File: src/rtl/pipeline_pkg.sv
// pipeline_pkg: shared ALU opcode and forwarding-select types for the execute stage.
package pipeline_pkg;
  typedef enum logic [3:0] {
    ALU_AND = 4'b0000,
    ALU_SUB = 4'b0001,
    ALU_ADD = 4'b0010,
    ALU_BNE = 4'b0011,
    ALU_OR  = 4'b0100,
    ALU_XOR = 4'b0101,
    ALU_BGE = 4'b0110,
    ALU_BLT = 4'b0111,
    ALU_EQ  = 4'b1000
  } alu_op_t;
  typedef enum logic [1:0] {
    FWD_REG,
    FWD_EXMEM,
    FWD_MEMWB
  } fwd_sel_t;
endpackage

File: src/rtl/forwarding_unit.sv
// forwarding_unit: picks the freshest source for each EX operand, never matching x0.
module forwarding_unit
  import pipeline_pkg::*;
#(
  parameter int REG_ADDR_W = 5
) (
  input  logic [REG_ADDR_W-1:0] ex_rs1,
  input  logic [REG_ADDR_W-1:0] ex_rs2,
  input  logic                  exmem_reg_write,
  input  logic [REG_ADDR_W-1:0] exmem_rd,
  input  logic                  memwb_reg_write,
  input  logic [REG_ADDR_W-1:0] memwb_rd,
  output fwd_sel_t              fwd_a,
  output fwd_sel_t              fwd_b
);
  logic w_exmem_ok, w_memwb_ok;
  assign w_exmem_ok = exmem_reg_write & (exmem_rd != '0);
  assign w_memwb_ok = memwb_reg_write & (memwb_rd != '0);
  always_comb begin
    fwd_a = (w_exmem_ok && exmem_rd == ex_rs1) ? FWD_EXMEM :
            (w_memwb_ok && memwb_rd == ex_rs1) ? FWD_MEMWB : FWD_REG;
    fwd_b = (w_exmem_ok && exmem_rd == ex_rs2) ? FWD_EXMEM :
            (w_memwb_ok && memwb_rd == ex_rs2) ? FWD_MEMWB : FWD_REG;
  end
endmodule

File: src/rtl/ex_operand_stage.sv
// ex_operand_stage: ID/EX register with operand forwarding, load-use detection and bubble insertion.
module ex_operand_stage
  import pipeline_pkg::*;
#(
  parameter int DATA_WIDTH    = 32,
  parameter int OPCODE_LENGTH = 4,
  parameter int REG_ADDR_W    = 5
) (
  input  logic                     clk,
  input  logic                     rst_n,
  input  logic                     id_valid,
  input  logic [REG_ADDR_W-1:0]    id_rs1,
  input  logic [REG_ADDR_W-1:0]    id_rs2,
  input  logic [REG_ADDR_W-1:0]    id_rd,
  input  logic [DATA_WIDTH-1:0]    id_rs1_data,
  input  logic [DATA_WIDTH-1:0]    id_rs2_data,
  input  logic [DATA_WIDTH-1:0]    id_imm,
  input  logic                     id_alu_src,
  input  logic [OPCODE_LENGTH-1:0] id_operation,
  input  logic                     id_reg_write,
  input  logic                     id_mem_read,
  input  logic                     id_mem_write,
  input  logic                     stall_in,
  input  logic                     flush_in,
  input  logic                     exmem_reg_write,
  input  logic [REG_ADDR_W-1:0]    exmem_rd,
  input  logic [DATA_WIDTH-1:0]    exmem_alu_result,
  input  logic                     memwb_reg_write,
  input  logic [REG_ADDR_W-1:0]    memwb_rd,
  input  logic [DATA_WIDTH-1:0]    memwb_wb_data,
  output logic [DATA_WIDTH-1:0]    SrcA,
  output logic [DATA_WIDTH-1:0]    SrcB,
  output logic [OPCODE_LENGTH-1:0] Operation,
  output logic                     ex_valid,
  output logic [REG_ADDR_W-1:0]    ex_rd,
  output logic                     ex_reg_write,
  output logic                     ex_mem_read,
  output logic                     ex_mem_write,
  output logic [DATA_WIDTH-1:0]    ex_store_data,
  output logic                     load_use_stall
);
  logic                     r_valid, r_alu_src, r_reg_write, r_mem_read, r_mem_write;
  logic [REG_ADDR_W-1:0]    r_rs1, r_rs2, r_rd;
  logic [DATA_WIDTH-1:0]    r_rs1_data, r_rs2_data, r_imm;
  logic [OPCODE_LENGTH-1:0] r_op;
  logic                     w_load, w_bubble, w_take;
  logic [DATA_WIDTH-1:0]    w_rs1_fwd, w_rs2_fwd;
  fwd_sel_t                 w_fwd_a, w_fwd_b;

  assign load_use_stall = id_valid & r_valid & r_mem_read & (r_rd != '0) &
                          ((r_rd == id_rs1) | (r_rd == id_rs2));
  // Flush overrides stall; a load-use bubble only lands when the stage is not held.
  assign w_load   = flush_in | ~stall_in;
  assign w_bubble = flush_in | load_use_stall;
  assign w_take   = ~w_bubble & id_valid;

  always_ff @(posedge clk or negedge rst_n) begin
    if (!rst_n) begin
      r_valid     <= 1'b0;
      r_alu_src   <= 1'b0;
      r_reg_write <= 1'b0;
      r_mem_read  <= 1'b0;
      r_mem_write <= 1'b0;
      r_rs1       <= '0;
      r_rs2       <= '0;
      r_rd        <= '0;
      r_rs1_data  <= '0;
      r_rs2_data  <= '0;
      r_imm       <= '0;
      r_op        <= '0;
    end else if (w_load) begin
      r_valid     <= w_take;
      r_alu_src   <= id_alu_src;
      r_reg_write <= w_take & id_reg_write;
      r_mem_read  <= w_take & id_mem_read;
      r_mem_write <= w_take & id_mem_write;
      r_rs1       <= id_rs1;
      r_rs2       <= id_rs2;
      r_rd        <= w_bubble ? '0 : id_rd;
      r_rs1_data  <= id_rs1_data;
      r_rs2_data  <= id_rs2_data;
      r_imm       <= id_imm;
      r_op        <= w_bubble ? '0 : id_operation;
    end
  end

  forwarding_unit #(.REG_ADDR_W(REG_ADDR_W)) u_fwd (
    .ex_rs1          (r_rs1),
    .ex_rs2          (r_rs2),
    .exmem_reg_write (exmem_reg_write),
    .exmem_rd        (exmem_rd),
    .memwb_reg_write (memwb_reg_write),
    .memwb_rd        (memwb_rd),
    .fwd_a           (w_fwd_a),
    .fwd_b           (w_fwd_b)
  );

  assign w_rs1_fwd = (w_fwd_a == FWD_EXMEM) ? exmem_alu_result :
                     (w_fwd_a == FWD_MEMWB) ? memwb_wb_data : r_rs1_data;
  assign w_rs2_fwd = (w_fwd_b == FWD_EXMEM) ? exmem_alu_result :
                     (w_fwd_b == FWD_MEMWB) ? memwb_wb_data : r_rs2_data;

  assign SrcA          = w_rs1_fwd;
  assign SrcB          = r_alu_src ? r_imm : w_rs2_fwd;
  assign ex_store_data = w_rs2_fwd;
  assign Operation     = r_op;
  assign ex_valid      = r_valid;
  assign ex_rd         = r_rd;
  assign ex_reg_write  = r_reg_write;
  assign ex_mem_read   = r_mem_read;
  assign ex_mem_write  = r_mem_write;
endmodule

File: config.mk
export PLATFORM = sky130hd
export DESIGN_NAME = ex_operand_stage
export DESIGN_NICKNAME = d
export VERILOG_FILES = /design/src/rtl/pipeline_pkg.sv /design/src/rtl/forwarding_unit.sv /design/src/rtl/ex_operand_stage.sv
export SDC_FILE = /design/constraint.sdc
export NUM_CORES = 1
export LEC_CHECK = 0
export CAP_MARGIN = 10
export CORE_MARGIN = 2
export CORE_UTILIZATION = 29
export CTS_BUF_LIST = sky130_fd_sc_hd__clkbuf_4 sky130_fd_sc_hd__clkbuf_8
export DETAILED_ROUTE_END_ITERATION = 7
export PLACE_DENSITY = 0.57
export SYNTH_ARGS = -nofsm -noshare
export SYNTH_HDL_FRONTEND = slang
export SYNTH_SLANG_ARGS = --single-unit
File: constraint.sdc
create_clock -name clk -period 3.6 [get_ports clk]
set_input_delay 0.72 -clock clk [delete_from_list [all_inputs] [get_ports clk]]
set_output_delay 0.72 -clock clk [all_outputs]
set_load 0.05 [all_outputs]
* Yosys cells after proc, flatten, opt, wreduce, memory -nomap -nowiden *
Index checks and enable logic that the tools add are counted.

storage, ports and cells
  register bits = 120
  word-level logic and storage cells = 55
  RAM bits = 0
  bits of input ports = 200
  latch bits = 0
  memory bits (read-only) = 0
  memories kept = 0
  output and inout port bits = 110

cells by class
  equal/unequal tests = 10
  order comparisons = 0
  add/sub/neg operators = 0
  shift-type cells = 0
  multipliers = 0
  divide/modulo/power cells = 0
  multiplexer cells = 11
  reductions and logical operators = 7
  bitwise operators = 15

operators by type and width
  operator                                        number
  two-way mux 32 bit                              5
  == test 5 bit                                   6
  nonzero test 5 bit                              3
  AND 1 bit                                       10
  two-way mux 2 bit                               4
  two-way mux 5 bit                               1
  == test 2 x 1 -> 1 bit (second input constant)  2
  == test 2 bit (second input constant)           2
  logical AND 1 bit                               4
  two-way mux 4 bit                               1
  bitwise OR 1 bit                                3
  NOT 1 bit                                       2

* Longest topological paths before layout *
  depth after elaboration = 9
  gate-level depth with buffers = 7
  depth with buffers taken out = 5

* By module *
A second synthesis with hierarchy kept.

unflattened totals
  cells, all modules = 890
  area total of the unflattened synthesis = 7424.6 µm²

by module, submodules not included
  module            area an instance (µm²)  cells each  seq. area each (µm²)  instances
  ex_operand_stage  7154.4                  856         3002.9                1
  forwarding_unit   270.3                   34          0.0                   1

* Worst setup path before layout *
No wires, ideal clock.

  path type = input to output
  start = in exmem_rd[0]
  end = out SrcB[30]
  required time = 2.880 ns
  path buffers = 2
  slack = -0.270 ns
  arrival time = 3.150 ns
  cell stages on the path = 7
  path through = or4_4 > o211ai_2 > buf_4 > buf_4 > nor3_1 > a31oi_1 > mux2_2

between the ends
  longest elaborated chain between the ends = 8
  elaborated cells between the ends (all ways) = 10
  classes of those cells = 3 x eq/ne; 4 x mux; 1 x bitwise; 2 x reduce/logical

ends and longest elaborated chain
  element                 line                     text
  start, declared         ex_operand_stage.sv:26   input logic [REG_ADDR_W-1:0] exmem_rd,
  nonzero test 5 bit      forwarding_unit.sv:17    assign w_exmem_ok = exmem_reg_write & (exmem_rd != '0);
  AND 1 bit               forwarding_unit.sv:17
  logical AND 1 bit (*)   forwarding_unit.sv:22    fwd_b = (w_exmem_ok && exmem_rd == ex_rs2) ? FWD_EXMEM :
  two-way mux 2 bit (*)   forwarding_unit.sv:22
  == test 2 bit           ex_operand_stage.sv:101  (w_fwd_b == FWD_MEMWB) ? memwb_wb_data : r_rs2_data;
  two-way mux 32 bit      ex_operand_stage.sv:101
  two-way mux 32 bit (*)  ex_operand_stage.sv:100  assign w_rs2_fwd = (w_fwd_b == FWD_EXMEM) ? exmem_alu_result :
  net ex_store_data[30]   ex_operand_stage.sv:39   output logic [DATA_WIDTH-1:0] ex_store_data,
  two-way mux 32 bit (*)  ex_operand_stage.sv:104  assign SrcB = r_alu_src ? r_imm : w_rs2_fwd;
  end, declared           ex_operand_stage.sv:32   output logic [DATA_WIDTH-1:0] SrcB,

The timed path passes the listed nets; every way through them passes the cells marked *.

* Worst setup path after layout *
  start = in memwb_rd[1]
  end = out SrcB[17]

between the ends
  longest elaborated chain between the ends = 9
  elaborated cells between the ends (all ways) = 11
  classes of those cells = 3 x eq/ne; 5 x mux; 1 x bitwise; 2 x reduce/logical

ends and longest elaborated chain
  element                 line                     text
  start, declared         ex_operand_stage.sv:29   input logic [REG_ADDR_W-1:0] memwb_rd,
  nonzero test 5 bit      forwarding_unit.sv:18    assign w_memwb_ok = memwb_reg_write & (memwb_rd != '0);
  AND 1 bit               forwarding_unit.sv:18
  logical AND 1 bit (*)   forwarding_unit.sv:23    (w_memwb_ok && memwb_rd == ex_rs2) ? FWD_MEMWB : FWD_REG;
  two-way mux 2 bit (*)   forwarding_unit.sv:23
  two-way mux 2 bit (*)   forwarding_unit.sv:22
  == test 2 bit           ex_operand_stage.sv:101
  two-way mux 32 bit      ex_operand_stage.sv:101
  two-way mux 32 bit (*)  ex_operand_stage.sv:100
  two-way mux 32 bit (*)  ex_operand_stage.sv:104

Mark *: on every way between the ends. The rest lies on a longest branch, timed or not.

==> results_dict.tcl <==
set metrics [dict create \
    reg2reg_from "ex_rd[2]" \
    clockBufferDepth 2 \
    synthFlopType "dfrtp_1" \
    setup_violations 0 \
    num_rows 57 \
    hold_class "in -> async" \
    multi_input_area_um2 4026 \
    gr-total-overflow 0 \
    syn_area_um2 7114 \
    root_buffer "clkbuf_8" \
    power_density_nw_per_um2 385.6 \
    die_width_um 160.6 \
    finalCriticalPeriod_ps 3559 \
    core_um2 24180 \
    grt_pass1_wl_mm 44.39 \
    critPathArrivalTime_ps 2840 \
    final_common_cell "nand2_1" \
    leakagePower_nw 5.564 \
    worst-path-stages 10 \
    crit_family "buffers and inverters" \
    final_net_count 1438 \
    regArea_um2 3004 \
    crit_buf_inv 5 \
    die_area_um2 25800 \
    cp_max_fo 5 \
    cts_sinks 120 \
    cts_made_buffers 17 \
    path_clk_slew_ps 80 \
    pre_cts_slack_ps -232.1 \
    rsz0062_at_grt "yes" \
    regToRegSetupSlack_ps 1660 \
    skew_ps 8.477 \
    clkLatencyLatePin_ps 450 \
    worst-r2r-cell-count 5 \
    htree_levels 4 \
    io_buffers 309 \
    layout-drive-gt1-share_pct 25.98 \
    antenna_found_initial 2 \
    syn2layout_area_growth_pct 73.88 \
    synth_edf_count 0 \
    critical_path_class "in -> out" \
    fin_util_pct 51.17 \
    async_flop_share_pct 100.0 \
    drt_iter0_drc 357 \
    cts_tree "done" \
    avgSynthCellArea_um2 7.994 \
    die-height_um 160.6 \
    final_max_slew_viol_count 0 \
    grt_start_max_net_pins 61 \
    critPathMaxStageDelay_ps 570 \
    finalWorstSetupSlack_ps 40.98 \
    worst_pin_slew_ps 1129 \
    ys_ff_latch 120 \
    drtPass1Iterations 5 \
    period_share_pct 98.86 \
    seq_area_frac_synth_pct 42.21 \
    ir_drop_v 0.0002004 \
    finalHoldViolations 0 \
    vias 7436 \
    viasPerCell 4.718 \
    end_kind "output port" \
    cap_violations 0 \
    drc 0 \
    cts_hold_buf 0 \
    relSlewSlack_pct 24.75 \
    ant_nets 0 \
    yosysWarningCount 0 \
    place_congestion 0.8030 \
    ios 310 \
    synthDistinctLibCells 36 \
    wirelength_mm 28.91 \
    final_cell_mix "331 x nand2_1, 202 x clkdlybuf4s50_1, 119 x dfrtp_1" \
    netlist_instances 890 \
    max_clock_freq_ghz 0.2810 \
    start_util_pct 29.43 \
    status "completed" \
    final_area_um2 12370 \
    grt_use_total_pct 22.41 \
    grt_pass1_vias 7671 \
    reg2reg_to "ex_valid" \
    placed_area_um2 11410 \
    cpMaxStageDelayCell "or4_4" \
    synth_fp_nets 1090 \
    cp-start-kind "primary input" \
    dp_hpwl_mm 20.64 \
    cp.required_ps 2880 \
    fillers 2272 \
    routedWlPerCell_um 18.34 \
    worstPathCellList "dlygate4sd2_1 -> or4_4 -> o211ai_4 -> buf_12 -> buf_6 -> buf_4 -> or3_1 -> a31oi_2 -> mux2_4 -> buf_8" \
]
==> worst reg2reg max path, stage by stage (launching register included) <==
cell,delay (ps)
dfrtp_1,460
or4_1,540
o2111ai_1,230
a21oi_1,130
buf_4,210
o41ai_1,260
==> routing by layer <==
metal	wire, um	track usage, %
met5	16	0
met4	500	6.061
met3	1810	5.811
met2	14080	38.34
met1	12500	28.06
==> kinds of logic after synthesis <==
group           share of synthesized area, %
compound gates                         11.33
xor+xnor                               3.799
buf+inv                                6.314
flops                                  42.21
mux                                    8.934
simple gates                           27.42
==> registers in the layout (all words and copies together), names as in the netlist <==
register and flops:
r_rs1_data 32, r_alu_src 1, r_rs1 5, ex_valid 1, ex_mem_write 1, ex_rd 5, r_rs2 5, ex_reg_write 1
r_rs2_data 32, ex_mem_read 1, r_imm 32, Operation 4
==> metrics by stage <==
step | setup TNS, ps | cells | hold slack (ps) | power [mW]
6_report | 0 | 1576 | 256.6 | 4.770
5_1_grt | -60.76 | 1575 | 282.9 | 4.977
4_1_cts | 0 | 1576 | 262.0 | 4.816
3_5_place_dp | -8258 | 1530 | 449.0 | 3.371
3_3_place_gp | -6961 | 1530 | 443.5 | 3.361
2_1_floorplan | 0 | 890 | 424.4 | 2.466
==> power breakdown <==
part,leakage (nW),internal [mW],switching (mW),total [mW]
combinational,3.91,0.877,1.03,1.91
sequential,1.45,1.45,0.0914,1.55
clock,0.201,0.704,0.609,1.31
total,5.56,3.04,1.74,4.77
==> repair_timing <==
item,4_1_cts,5_1_grt
gates cloned,3,0
pin swaps,9,10
gates resized for setup,75,20
setup buffers,11,0
endpoints found under the setup margin,85,40
==> Yosys cell counts (19+ instances only) <==
master,count,area [um2]
mux2_2,28,315.3
a21oi_1,33,165.2
nand2_1,331,1242
clkbuf_1,45,168.9
nor2_1,44,165.2
inv_1,38,142.6
xnor2_1,19,166.4
mux2i_1,32,320.3
o21ai_0,32,160.2
dfrtp_1,120,3003
nor3_1,30,150.1
a31oi_2,19,237.7
or3_1,28,175.2
==> area by class of cell <==
type	instances	area share, %
clock buffers	19	2.063
well taps	324	3.277
repair buffers	395	35.41
multi-input cells	666	32.55
clock inverters	13	1.244
inverters	38	1.153
flip-flops and latches	120	24.28
diodes	1	0.02023
==> worst max path at each step <==
stage / startpoint / to / slack, ps
after CTS: memwb_rd[3] / SrcB[16] / 2
after floorplan: memwb_rd[1] / SrcB[10] / 30
after detailed placement: exmem_rd[3] / SrcA[13] / -230
final: memwb_rd[1] / SrcB[17] / 40
after global placement: exmem_rd[3] / SrcA[10] / -240
after global routing: exmem_rd[4] / SrcB[13] / -20
Note: power is estimated with default switching activity, not from simulation.
